## src/rtl/t05_translation_pkg.sv

```systemverilog
// Shared types and defaults for the translation packer: FSM state encoding,
// default terminator/enable constants and a small width helper.
package t05_translation_pkg;

  typedef enum logic [2:0] {
    S_IDLE      = 3'd0,
    S_HDR       = 3'd1,
    S_REQ_CHAR  = 3'd2,
    S_WAIT_CODE = 3'd3,
    S_EMIT      = 3'd4,
    S_FLUSH     = 3'd5,
    S_DONE      = 3'd6
  } state_e;

  localparam logic [7:0] DEF_EOF_CHAR = 8'h1A;
  localparam logic [3:0] DEF_EN_STATE = 4'd5;

  function automatic int max_int(input int a, input int b);
    return (a > b) ? a : b;
  endfunction

endpackage

```

## src/rtl/t05_bit_packer.sv

```systemverilog
// MSB-first bit accumulator feeding an OUT_W-bit word register with a
// valid/ready handshake; flush pads a partial word with zeros.
module t05_bit_packer #(
  parameter int OUT_W = 8
) (
  input  logic             clk_i,
  input  logic             rst_i,
  input  logic             en_i,
  input  logic             bit_i,
  input  logic             bit_valid_i,
  input  logic             flush_i,
  input  logic             out_ready_i,
  output logic             bit_ready_o,
  output logic             out_valid_o,
  output logic [OUT_W-1:0] out_data_o,
  output logic             empty_o
);

  localparam int CW = $clog2(OUT_W + 1);

  logic [OUT_W-1:0] acc_q, acc_d, data_q, data_d;
  logic [CW-1:0]    cnt_q, cnt_d;
  logic             valid_q, valid_d;
  logic             acc_full_s, slot_free_s, move_s, shift_s;

  assign acc_full_s  = (cnt_q == CW'(OUT_W));
  assign slot_free_s = !valid_q || out_ready_i;
  assign move_s      = (acc_full_s || (flush_i && (cnt_q != {CW{1'b0}}))) && slot_free_s;
  assign bit_ready_o = !acc_full_s || slot_free_s;
  assign shift_s     = bit_valid_i && bit_ready_o;

  // Next-state: drain/move a word, then shift in a bit; a completed word goes straight out when the slot is free
  always_comb begin
    acc_d   = acc_q;
    cnt_d   = cnt_q;
    data_d  = data_q;
    valid_d = valid_q;
    if (en_i) begin
      if (valid_q && out_ready_i) begin
        valid_d = 1'b0;
      end else begin
        valid_d = valid_q;
      end
      if (move_s) begin
        data_d  = acc_q;
        valid_d = 1'b1;
        acc_d   = {OUT_W{1'b0}};
        cnt_d   = {CW{1'b0}};
      end else begin
        data_d  = data_q;
      end
      if (shift_s) begin
        acc_d = acc_d | (OUT_W'(bit_i) << (CW'(OUT_W - 1) - cnt_d));
        cnt_d = cnt_d + CW'(1);
        if ((cnt_d == CW'(OUT_W)) && !valid_d) begin
          data_d  = acc_d;
          valid_d = 1'b1;
          acc_d   = {OUT_W{1'b0}};
          cnt_d   = {CW{1'b0}};
        end else begin
          cnt_d   = cnt_d;
        end
      end else begin
        cnt_d = cnt_d;
      end
    end else begin
      valid_d = valid_q;
    end
  end

  // State registers with synchronous reset
  always_ff @(posedge clk_i) begin
    if (rst_i) begin
      acc_q   <= {OUT_W{1'b0}};
      cnt_q   <= {CW{1'b0}};
      data_q  <= {OUT_W{1'b0}};
      valid_q <= 1'b0;
    end else begin
      acc_q   <= acc_d;
      cnt_q   <= cnt_d;
      data_q  <= data_d;
      valid_q <= valid_d;
    end
  end

  assign out_valid_o = valid_q;
  assign out_data_o  = data_q;
  assign empty_o     = (cnt_q == {CW{1'b0}}) && !valid_q;

endmodule

```

## src/rtl/t05_translation_packer.sv

```systemverilog
// Translation stage: emits the character-count header, then each character's
// codeword MSB-first, packed into OUT_W-bit words by t05_bit_packer.
module t05_translation_packer
  import t05_translation_pkg::*;
#(
  parameter int                CNT_W    = 32,
  parameter int                CODE_MAX = 128,
  parameter int                LEN_W    = $clog2(CODE_MAX + 1),
  parameter int                CHAR_W   = 8,
  parameter int                OUT_W    = 8,
  parameter logic [CHAR_W-1:0] EOF_CHAR = CHAR_W'(DEF_EOF_CHAR),
  parameter logic [3:0]        EN_STATE = DEF_EN_STATE
) (
  input  logic                clk_i,
  input  logic                rst_i,
  input  logic [3:0]          en_state_i,
  input  logic [CNT_W-1:0]    tot_char_i,
  input  logic                char_valid_i,
  input  logic [CHAR_W-1:0]   char_in_i,
  output logic                char_ready_o,
  output logic                code_req_o,
  output logic [CHAR_W-1:0]   code_char_o,
  input  logic                code_valid_i,
  input  logic [CODE_MAX-1:0] code_path_i,
  input  logic [LEN_W-1:0]    code_len_i,
  output logic                out_valid_o,
  output logic [OUT_W-1:0]    out_data_o,
  input  logic                out_ready_i,
  output logic                err_o,
  output logic                fin_state_o
);

  localparam int BL_W = max_int(LEN_W, $clog2(CNT_W + 1));

  state_e              state_q;
  logic [CNT_W-1:0]    tot_q, hdr_q, consumed_q;
  logic [CODE_MAX-1:0] path_q;
  logic [BL_W-1:0]     left_q;
  logic                char_ready_q, code_req_q, err_q, fin_q;
  logic [CHAR_W-1:0]   code_char_q;

  logic             en_s, bit_valid_s, bit_s, bit_ready_s, flush_s, pk_empty_s;
  logic             last_bit_s, last_char_s, len_bad_s;
  logic [CNT_W-1:0] consumed_inc_s;

  assign en_s           = (en_state_i == EN_STATE);
  assign bit_valid_s    = en_s && ((state_q == S_HDR) || (state_q == S_EMIT));
  assign bit_s          = (state_q == S_HDR) ? hdr_q[CNT_W-1] : path_q[CODE_MAX-1];
  assign flush_s        = (state_q == S_FLUSH);
  assign last_bit_s     = (left_q == BL_W'(1));
  assign consumed_inc_s = consumed_q + CNT_W'(1);
  assign last_char_s    = (consumed_inc_s == tot_q);
  assign len_bad_s      = (code_len_i == {LEN_W{1'b0}}) || (code_len_i > LEN_W'(CODE_MAX));

  t05_bit_packer #(.OUT_W(OUT_W)) u_packer (
    .clk_i       (clk_i),
    .rst_i       (rst_i),
    .en_i        (en_s),
    .bit_i       (bit_s),
    .bit_valid_i (bit_valid_s),
    .flush_i     (flush_s),
    .out_ready_i (out_ready_i),
    .bit_ready_o (bit_ready_s),
    .out_valid_o (out_valid_o),
    .out_data_o  (out_data_o),
    .empty_o     (pk_empty_s)
  );

  // Sequencing FSM; codewords are left-aligned on load so both shift paths take the MSB
  always_ff @(posedge clk_i) begin
    if (rst_i) begin
      state_q      <= S_IDLE;
      tot_q        <= {CNT_W{1'b0}};
      hdr_q        <= {CNT_W{1'b0}};
      consumed_q   <= {CNT_W{1'b0}};
      path_q       <= {CODE_MAX{1'b0}};
      left_q       <= {BL_W{1'b0}};
      char_ready_q <= 1'b0;
      code_req_q   <= 1'b0;
      code_char_q  <= {CHAR_W{1'b0}};
      err_q        <= 1'b0;
      fin_q        <= 1'b0;
    end else if (en_s) begin
      code_req_q <= 1'b0;
      case (state_q)
        S_IDLE: begin
          tot_q      <= tot_char_i;
          hdr_q      <= tot_char_i;
          consumed_q <= {CNT_W{1'b0}};
          left_q     <= BL_W'(CNT_W);
          fin_q      <= 1'b0;
          state_q    <= S_HDR;
        end
        S_HDR: begin
          if (bit_ready_s) begin
            hdr_q  <= {hdr_q[CNT_W-2:0], 1'b0};
            left_q <= left_q - BL_W'(1);
            if (last_bit_s) begin
              if (tot_q == {CNT_W{1'b0}}) begin
                state_q <= S_FLUSH;
              end else begin
                state_q      <= S_REQ_CHAR;
                char_ready_q <= 1'b1;
              end
            end
          end
        end
        S_REQ_CHAR: begin
          if (char_valid_i && char_ready_q) begin
            char_ready_q <= 1'b0;
            if (char_in_i == EOF_CHAR) begin
              state_q <= S_FLUSH;
            end else begin
              code_char_q <= char_in_i;
              code_req_q  <= 1'b1;
              state_q     <= S_WAIT_CODE;
            end
          end
        end
        S_WAIT_CODE: begin
          if (code_valid_i) begin
            if (len_bad_s) begin
              err_q      <= 1'b1;
              consumed_q <= consumed_inc_s;
              if (last_char_s) begin
                state_q <= S_FLUSH;
              end else begin
                state_q      <= S_REQ_CHAR;
                char_ready_q <= 1'b1;
              end
            end else begin
              path_q  <= code_path_i << (LEN_W'(CODE_MAX) - code_len_i);
              left_q  <= BL_W'(code_len_i);
              state_q <= S_EMIT;
            end
          end
        end
        S_EMIT: begin
          if (bit_ready_s) begin
            path_q <= {path_q[CODE_MAX-2:0], 1'b0};
            left_q <= left_q - BL_W'(1);
            if (last_bit_s) begin
              consumed_q <= consumed_inc_s;
              if (last_char_s) begin
                state_q <= S_FLUSH;
              end else begin
                state_q      <= S_REQ_CHAR;
                char_ready_q <= 1'b1;
              end
            end
          end
        end
        S_FLUSH: begin
          if (pk_empty_s) begin
            state_q <= S_DONE;
            fin_q   <= 1'b1;
          end
        end
        S_DONE: begin
          fin_q <= 1'b1;
        end
        default: begin
          state_q <= S_IDLE;
        end
      endcase
    end else if (state_q == S_DONE) begin
      state_q <= S_IDLE;
      fin_q   <= 1'b0;
    end
  end

  assign char_ready_o = char_ready_q;
  assign code_req_o   = code_req_q;
  assign code_char_o  = code_char_q;
  assign err_o        = err_q;
  assign fin_state_o  = fin_q;

endmodule

```

## config.mk

```make
export PLATFORM = sky130hd
export DESIGN_NAME = t05_translation_packer
export DESIGN_NICKNAME = d
export VERILOG_FILES = /design/src/rtl/t05_translation_pkg.sv /design/src/rtl/t05_bit_packer.sv /design/src/rtl/t05_translation_packer.sv
export SDC_FILE = /design/constraint.sdc
export NUM_CORES = 1
export LEC_CHECK = 0
export BUFFER_PORTS_ARGS = -buffer_cell sky130_fd_sc_hd__buf_2
export CAP_MARGIN = 40
export CORE_MARGIN = 1.5
export CORE_UTILIZATION = 57
export DETAILED_ROUTE_END_ITERATION = 10
export GPL_ROUTABILITY_DRIVEN = 0
export PLACE_DENSITY = 0.77
export SLEW_MARGIN = 20
export SYNTH_ARGS = -nofsm -noshare
export SYNTH_HDL_FRONTEND = slang
export SYNTH_HIERARCHICAL = 1
export SYNTH_SLANG_ARGS = --single-unit
```

## constraint.sdc

```tcl
create_clock -name clk_i -period 3.7 [get_ports clk_i]
set_clock_uncertainty 0.15 [all_clocks]
set_input_delay 0.37 -clock clk_i [delete_from_list [all_inputs] [get_ports clk_i]]
set_output_delay 0.37 -clock clk_i [all_outputs]
set_load 0.02 [all_outputs]
```

==> metrics.md, run 1 <==
| Metric | Value |
|---|---|
| 1st-iter DRT viols | 3,209 |
| First-pass GRT wire length | ~110 mm |
| Worst R2R Path Depth | 10 |
| Drt pass-1 iters | 6 |
| Final hold vios | 0 |
| Tot Pwr | just under 0.009 W |
| Final setup viols | 0 |
| Placed Instance Area | 23,100 µm² |
| Critical Path RT | 4.04 ns |
| Post-synthesis adder-cell area fraction | less than 1% |
| CP endpoint | state_q[2]$_SDFFE_PP0P_ |
| Hold Crit Class | in2reg |
| CP arrival | ~3.8 ns |
| All-layer global routing usage | a little under two fifths |
| Full die area | 38,600 µm² |
| Primary FF master, synth | dfxtp_1 |
| Crit-path max cell delay | 0.61 ns |
| CTS tree | done |
| Post-synth EDFFs | 0 |
| Xor/xnor share of the synthesized area | 2.34% |
| Internal | 0.00581 W |
| Area contributors post-synth | dfxtp_1 (25%), mux4_2 (13%), mux2i_1 (10%) |
| Power density over the cells | 361 nW/µm² |
| Initial core utilization | 58.1% |
| Count of cell types in the netlist | 87 |
| Combinational power share | 32.4% |
| Setup_tns | 0 ns |
| Avg Inst Size Synth | 8.13 µm² |
| NetSw | 0.00305 W |
| VDD IR-drop max | about 400 µV |
| RSZ-0062 raised after global routing | no |
| Post-Route WL | 72.1 mm |
| Multiplexer share of the synthesized area | between 20% and 30% |
| Ys Warns | 6 |
| H-tree levels | 1 |
| Crit path buf inv count | 0 |
| CP max-delay cell | or4_4 |
| Post-DP HPWL | 52.1 mm |
| CP top delay family | simple AND/OR/NAND/NOR gates |
| Syn nets | 2,811 |
| Post-synthesis cell count | 2,621 |
| Die X | 196 µm |
| ANT cells | 0 |
| Final #Nets | 2,951 |
| Switch share | 34.5% |
| Area Overhead vs Synth | 15.2% |
| Post_cts resized | 0 |
| Input/output buffers | 205 |
| Crit Path Class | reg2reg |
| Ports | 206 |
| DRC viols | 0 |
| Largest net degree at the start of global routing | 108 |
| Skew-Pair Late Insertion Delay | 0.59 ns |
| Reg2Reg Setup Slack | about 0.26 ns |
| Top cell type's share of synthesized area | 25.2% |
| CP Max Fanout | 10 |
| Worst R2R End | state_q[2]$_SDFFE_PP0P_ |
| Max-slew headroom | 43.8% |
| Clock Power Share | 34.6% |
| Synth async-reset ratio | 0% |
| Via density per instance | 6.95 |
| CTS max path bufs | 3 |
| RR Startpoint | consumed_q[0]$_SDFFE_PP0P_ |
| Endpoint class of the critical path | flip-flop |
| TritonCTS buffer count | 30 |
| Peak Freq | 291 MHz |
| Post-CTS setup buffer count | 0 |
| #FFs+latches synth | 268 |
| Syn Std Cell Area | roughly 21,000 µm² |
| Max-Cap Viols | 0 |
| Routed via count | 22,596 |
| Total gr overflow | 0 |
| Vias in the first global route | 21,224 |
| Fin util | 66.9% |
| Worst-margin pin slew | 0.841 ns |
| Critical Path Stages | 10 |
| Hold Slack | 0.136 ns |
| Main combinational cell family by area after synthesis | multiplexers |
| Share of layout cells above drive strength 1 | 20.9% |
| Static Leak | 9.23 nW |
| Design area | 24,600 µm² |
| Clock Pin Slew Worst Setup and Hold Paths | about 0.060 ns |
| Die H | 196 µm |
| Register area share after synthesis | between 20 and 30% |
| Row count | 70 |
| Synth area leader | dfxtp_1 |
| Slew Viols, Final | 0 |
| Clock sink count | between 200 and 300 |
| ANT nets after route | 0 |
| Startpoint types | flip-flop |
| Worst Setup SP | consumed_q[0]$_SDFFE_PP0P_ |
| Synth Area in Simple Gates | 20.9% |
| Initial antenna violation count | 0 |
| WL per Instance | 22.2 µm |
| Fin crit share | between 90% and 100% |
| Top post-synthesis cells by count | nand2_1 (373), nor2_1 (313), dfxtp_1 (268) |
| Synth Area in Compound Gates | 20.6% |
| Status | finished, final reports clean |
| CORE AREA | approximately 37,000 µm² |
| Count leader, synth | nand2_1 |
| Clk root buf | clkbuf_16 |
| CP Cell Sequence | ha_1 -> nand4_4 -> or4_4 -> nor4_4 -> xnor2_1 -> nor4_2 -> nand4_1 -> o21ai_1 -> a21boi_1 -> a311oi_1 |
| Reg power frac | ~33% |
| Final Critical Period | 3.44 ns |
[state kept, by name, summed over array words and instances, names as in the netlist, 3 cells and up]
register             flops
consumed_q              32
left_q                   8
u_packer/out_data_o      8
state_q                  3
hdr_q                   32
path_q                 128
u_packer/acc_q           8
u_packer/cnt_q           4
tot_q                   32
code_char_o              8
[metrics by stage]
stage               setup WS, ns  instances
global route             0.00354       3252
floorplan                  0.417       2621
CTS                        0.288       3251
detailed placement       -0.0400       3154
global placement          0.0690       3152
finish                     0.262       3252
[what timing repair did]
item | 4_1_cts | 5_1_grt
endpoints found under the setup margin | 0 | 0
endpoints found under the hold margin | 59 | 0
hold buffers | 42 | 0
[placed cells by master, fill, tap and decap left out, types with 114 or more instances in the layout]
| cell | Yosys | final |
|---|---|---|
| mux4_2 | 125 | 125 |
| nor2_1 | 313 | 310 |
| dfxtp_1 | 268 | 268 |
| nor3_1 | 123 | 121 |
| o21ai_0 | 114 | 114 |
| a21oi_1 | 117 | 117 |
| nand2_1 | 373 | 372 |
| mux2i_1 | 221 | 221 |
| a211oi_1 | 131 | 131 |
| buf_2 | 52 | 204 |
[worst register-to-register path, stage by stage, from the launching register on]
cell and delay [ns]:
dfxtp_1 0.46, ha_1 0.43, nand4_4 0.23, or4_4 0.62, nor4_4 0.31, xnor2_1 0.13, nor4_2 0.25, nand4_1 0.23
o21ai_1 0.19, a21boi_1 0.11, a311oi_1 0.27
[cell families (layout without fill, tap and decap cells)]
kind of cell             after synthesis  count (layout)
flip-flops                           268             268
AND/OR/NAND/NOR                      993             993
AO/OA/AOI/OAI                        646             646
XOR/XNOR                              56              56
adder cells (fa/ha/maj)                6               6
buffers and inverters                278             441
multiplexers                         374             374
[power by group through the flow]
stage                     Combinational, W  Clock (W)  Sequential (W)
after floorplan                    0.00171          0         0.00298
after global placement             0.00263          0         0.00299
after detailed placement           0.00267          0         0.00299
after CTS                          0.00272    0.00309         0.00293
after global routing               0.00298    0.00321         0.00293
final                              0.00287    0.00307         0.00293
[how the worst min path moves through the flow]
stage	startpoint	end	slack (ns)	cells past startpoint
floorplan	path_q[0]$_SDFFE_PP0P_	path_q[0]$_SDFFE_PP0P_	0.28	2
global placement	code_req_o$_SDFFE_PP0P_	code_req_o$_SDFFE_PP0P_	0.29	2
detailed placement	code_req_o$_SDFFE_PP0P_	code_req_o$_SDFFE_PP0P_	0.29	2
CTS	code_len_i[3]	left_q[3]$_SDFFE_PP0P_	0.11	4
global route	code_len_i[3]	left_q[3]$_SDFFE_PP0P_	0.14	4
finish	code_len_i[3]	left_q[3]$_SDFFE_PP0P_	0.14	4
[metal layers]
| metal | wire, µm | share of wire [%] | GRT usage [%] | vias to the layer above |
|---|---|---|---|---|
| li1 | - | - | - | 10093 |
| met1 | 26900 | 37 | 46.0 | 10558 |
| met2 | 33000 | 46 | 59.7 | 1588 |
| met3 | 7460 | 10 | 6.84 | 357 |
| met4 | 4780 | 6.6 | 21.0 | 0 |
| met5 | 0 | 0 | 0 | - |
[cell type report]
type	count	area (µm²)
repair buffers	366	2620
clock buffers	40	838
clock inverters	15	175
multi-input cells	2075	14900
inverters	20	75.1
well taps	468	586
fillers	2945	12100
flip-flops and latches	268	5370
(Power assumes the default switching activity.)
==> inputs of run 2 (changes only) <==
--- a/config.mk
+++ b/config.mk
@@ -5,6 +5,7 @@
 export SDC_FILE = /design/constraint.sdc
 export NUM_CORES = 1
 export LEC_CHECK = 0
+export ABC_AREA = 1
 export BUFFER_PORTS_ARGS = -buffer_cell sky130_fd_sc_hd__buf_2
 export CAP_MARGIN = 40
 export CORE_MARGIN = 1.5
@@ -12,6 +13,7 @@
 export DETAILED_ROUTE_END_ITERATION = 10
 export GPL_ROUTABILITY_DRIVEN = 0
 export PLACE_DENSITY = 0.77
+export SKIP_CTS_REPAIR_TIMING = 1
 export SLEW_MARGIN = 20
 export SYNTH_ARGS = -nofsm -noshare
 export SYNTH_HDL_FRONTEND = slang
==> run 2 against run 1 <==
Net effect: the flow now finishes with violations (negative hold slack); power rose by 0.33%; sequential share of layout area fell by 0.60 points; register-to-register slack improved by 0.38 ns; critical endpoint is now hdr_q[27]$_SDFFE_PP0P_; largest power group unchanged.
==> metrics.md, run 2 <==
| Metric | Value |
|---|---|
| Ports | 206 (unchanged) |
| Peak Freq | 327 MHz (+12%) |
| CP Max Fanout | 62 (+52) |
| Syn Std Cell Area | 22,500 µm² (+5.4%) |
| Final #Nets | 4,157 (+41%) |
| Post-synthesis cell count | 3,893 (+49%) |
| Hold Crit Class | in2reg |
| Max-Cap Viols | 0 (unchanged) |
| Post-DP HPWL | 59.6 mm (+14%) |
| CP arrival | 3.40 ns (-0.38 ns) |
| Vias in the first global route | 24,772 (+17%) |
| First-pass GRT wire length | 130 mm (+13%) |
| DRC viols | 0 (unchanged) |
| Full die area | 40,600 µm² (+5.3%) |
| Clock sink count | 268 (unchanged) |
| Clock Pin Slew Worst Setup and Hold Paths | 0.06 ns (about the same) |
| Synth area leader | dfxtp_1 |
| Final hold vios | 3 (+3) |
| Clk root buf | clkbuf_16 |
| Initial antenna violation count | 2 (+2) |
| Primary FF master, synth | dfxtp_1 |
| Commonest non-fill, non-tap cell in the layout | nand2_1 |
| Post-synth EDFFs | 0 (unchanged) |
| Register area share after synthesis | 23.9% (-1.3 points) |
| Setup_tns | 0 ns (unchanged) |
| TritonCTS buffer count | 29 (-3.3%) |
| Area Overhead vs Synth | 12.4% |
| Row count | 72 (+2.9%) |
| VDD IR-drop max | 325 µV (-20%) |
| Failing checks | negative hold slack |
| ANT nets after route | 0 (unchanged) |
| Dpl cells | 4,414 (+40%) |
| Input/output buffers | 205 (unchanged) |
| Slew Viols, Final | 0 (unchanged) |
| Avg Inst Size Synth | 5.77 µm² (-29%) |
| Critical Path RT | 4.04 ns (about the same) |
| Die H | 202 µm (+2.6%) |
| Most frequent cells in the layout | nand2_1 (1,188), nand3_1 (525), o21ai_0 (332) |
| Post-Route WL | 82.8 mm (+15%) |
| Non-Filler Instances | 4,510 (+39%) |
| CTS max path bufs | 3 (unchanged) |
| Total gr overflow | 0 (unchanged) |
| RSZ-0062 raised after global routing | no |
| Status | finished with violations |
| 1st-iter DRT viols | 3,775 (+18%) |
| Initial core utilization | 58.0% (-0.081 points) |
| Largest Register | path_q |
| Max reg flops | 128 (unchanged) |
| Worst Setup SP | state_q[0]$_SDFFE_PP0P_ |
| Routed via count | 27,525 (+22%) |
| Drt pass-1 iters | 9 (+3) |
| Top cell type's share of synthesized area | 23.9% (-1.3 points) |
| Area contributors post-synth | dfxtp_1 (24%), nand2_1 (20%), nand3_1 (12%) |
| Worst-margin pin slew | 0.800 ns (-0.0409 ns) |
| Top post-synthesis cells by count | nand2_1 (1,189), nand3_1 (525), o21ai_0 (332) |
| Worst R2R End | hdr_q[27]$_SDFFE_PP0P_ |
| Final setup viols | 0 (unchanged) |
| CTS tree | done |
| Count leader, synth | nand2_1 |
| #FFs+latches synth | 268 (unchanged) |
| Startpoint types | flip-flop |
| Hold Slack | -0.0243 ns (-0.160 ns) |
| WL per Instance | 18.4 µm (-17%) |
| Crit-path max cell delay | 0.48 ns (-0.13 ns) |
| Synth async-reset ratio | 0% (unchanged) |
| Fin crit share | 82.6% (-10 points) |
| Crit Path Class | reg2reg |
| Via density per instance | 6.10 (-12%) |
| Count of cell types in the netlist | 60 (-31%) |
| Worst R2R Path Depth | 10 (unchanged) |
| Ys Warns | 6 (unchanged) |
| Endpoint class of the critical path | flip-flop |
| Max-slew headroom | 46.1% (+2.4 points) |
| Syn nets | 4,083 (+45%) |
| H-tree levels | 1 (unchanged) |
| CORE AREA | 38,700 µm² (+5.6%) |
| Final Critical Period | 3.06 ns (-0.381 ns) |
| Die X | 202 µm (+2.6%) |
| RR Startpoint | state_q[0]$_SDFFE_PP0P_ |
| Static Leak | 11.3 nW (+23%) |
| Reg2Reg Setup Slack | 0.64 ns (+0.38 ns) |
| Hold_sp | tot_char_i[8] |
| CP max-delay cell | inv_2 |
| Skew-Pair Late Insertion Delay | 0.56 ns (-0.03 ns) |
| Largest net degree at the start of global routing | 128 (+19%) |
| CP endpoint | hdr_q[27]$_SDFFE_PP0P_ |
| Power density over the cells | 352 nW/µm² (-2.4%) |
| Share of layout cells above drive strength 1 | 11.1% (-9.8 points) |
| All-layer global routing usage | 39.2% (+2.4 points) |
| CP Cell Sequence | inv_2 -> nor2_2 -> nand2_1 -> buf_4 -> inv_2 -> a31oi_1 -> clkinv_1 -> buf_4 -> o21ai_0 -> a31oi_1 |
run 2: logic make-up after synthesis:
| family | after synthesis | share of synthesized area, % |
|---|---|---|
| AO/OA/AOI/OAI | 939 | 23.4 |
| XOR/XNOR | 6 | 0.267 |
| adder cells (fa/ha/maj) | 5 | 0.278 |
| buffers and inverters | 496 | 9.51 |
| flip-flops | 268 | 23.9 |
| multiplexers | 41 | 1.83 |
| AND/OR/NAND/NOR | 2138 | 40.8 |
run 2: worst min-delay path by stage:
| stage | to | slack [ns] | cells past startpoint |
|---|---|---|---|
| after floorplan | hdr_q[0]$_SDFFE_PP0P_ | 0.29 | 2 |
| after global placement | err_o$_SDFFE_PP0P_ | 0.30 | 2 |
| after detailed placement | err_o$_SDFFE_PP0P_ | 0.30 | 2 |
| after CTS | code_char_o[5]$_SDFFE_PP0P_ | -0.11 | 3 |
| after global routing | hdr_q[8]$_SDFFE_PP0P_ | 0.006 | 3 |
| final | hdr_q[8]$_SDFFE_PP0P_ | -0.02 | 3 |
run 2: layout make-up:
class	instances	area (µm²)
diodes	4	10.0
repair buffers	328	2350
inverters	211	807
flip-flops and latches	268	5370
clock inverters	14	219
clock buffers	38	830
well taps	518	648
multi-input cells	3129	15000
fillers	3799	13500
run 2: power breakdown:
| part | switching [W] | leakage, nW | internal (W) |
|---|---|---|---|
| registers | 0.0000249 | 2.16 | 0.00292 |
| logic | 0.00189 | 8.67 | 0.000876 |
| clock network | 0.00126 | 0.510 | 0.00193 |
run 2: critical path, delay by kind of cell, from the launching register on:
family / cells / cell delay, ns
AND/OR/NAND/NOR: 2 / 0.28
AO/OA/AOI/OAI: 3 / 0.78
buffers and inverters: 5 / 1.35
flip-flops: 1 / 0.39
run 2: through the flow:
step                cell area, µm²  worst slack (ns)  utilization [%]  power, W
finish                       25300             0.643             65.2   0.00889
CTS                          24900             0.741             64.2   0.00875
floorplan                    22500             0.715                -   0.00473
global placement             23800             0.342             61.4   0.00558
detailed placement           23800             0.314             61.5   0.00559
global route                 25300             0.317             65.2   0.00924
run 2: routing by layer:
layer  up-vias  GRT usage, %  wire length [µm]  share of wire, %
met5         -             0                 0                 0
met4         0          28.5              7110               8.6
met3       410          6.61              7180               8.7
met2      1515          63.0             36600                44
met1     12291          47.2             31900                38
li1      13309             -                 -                 -
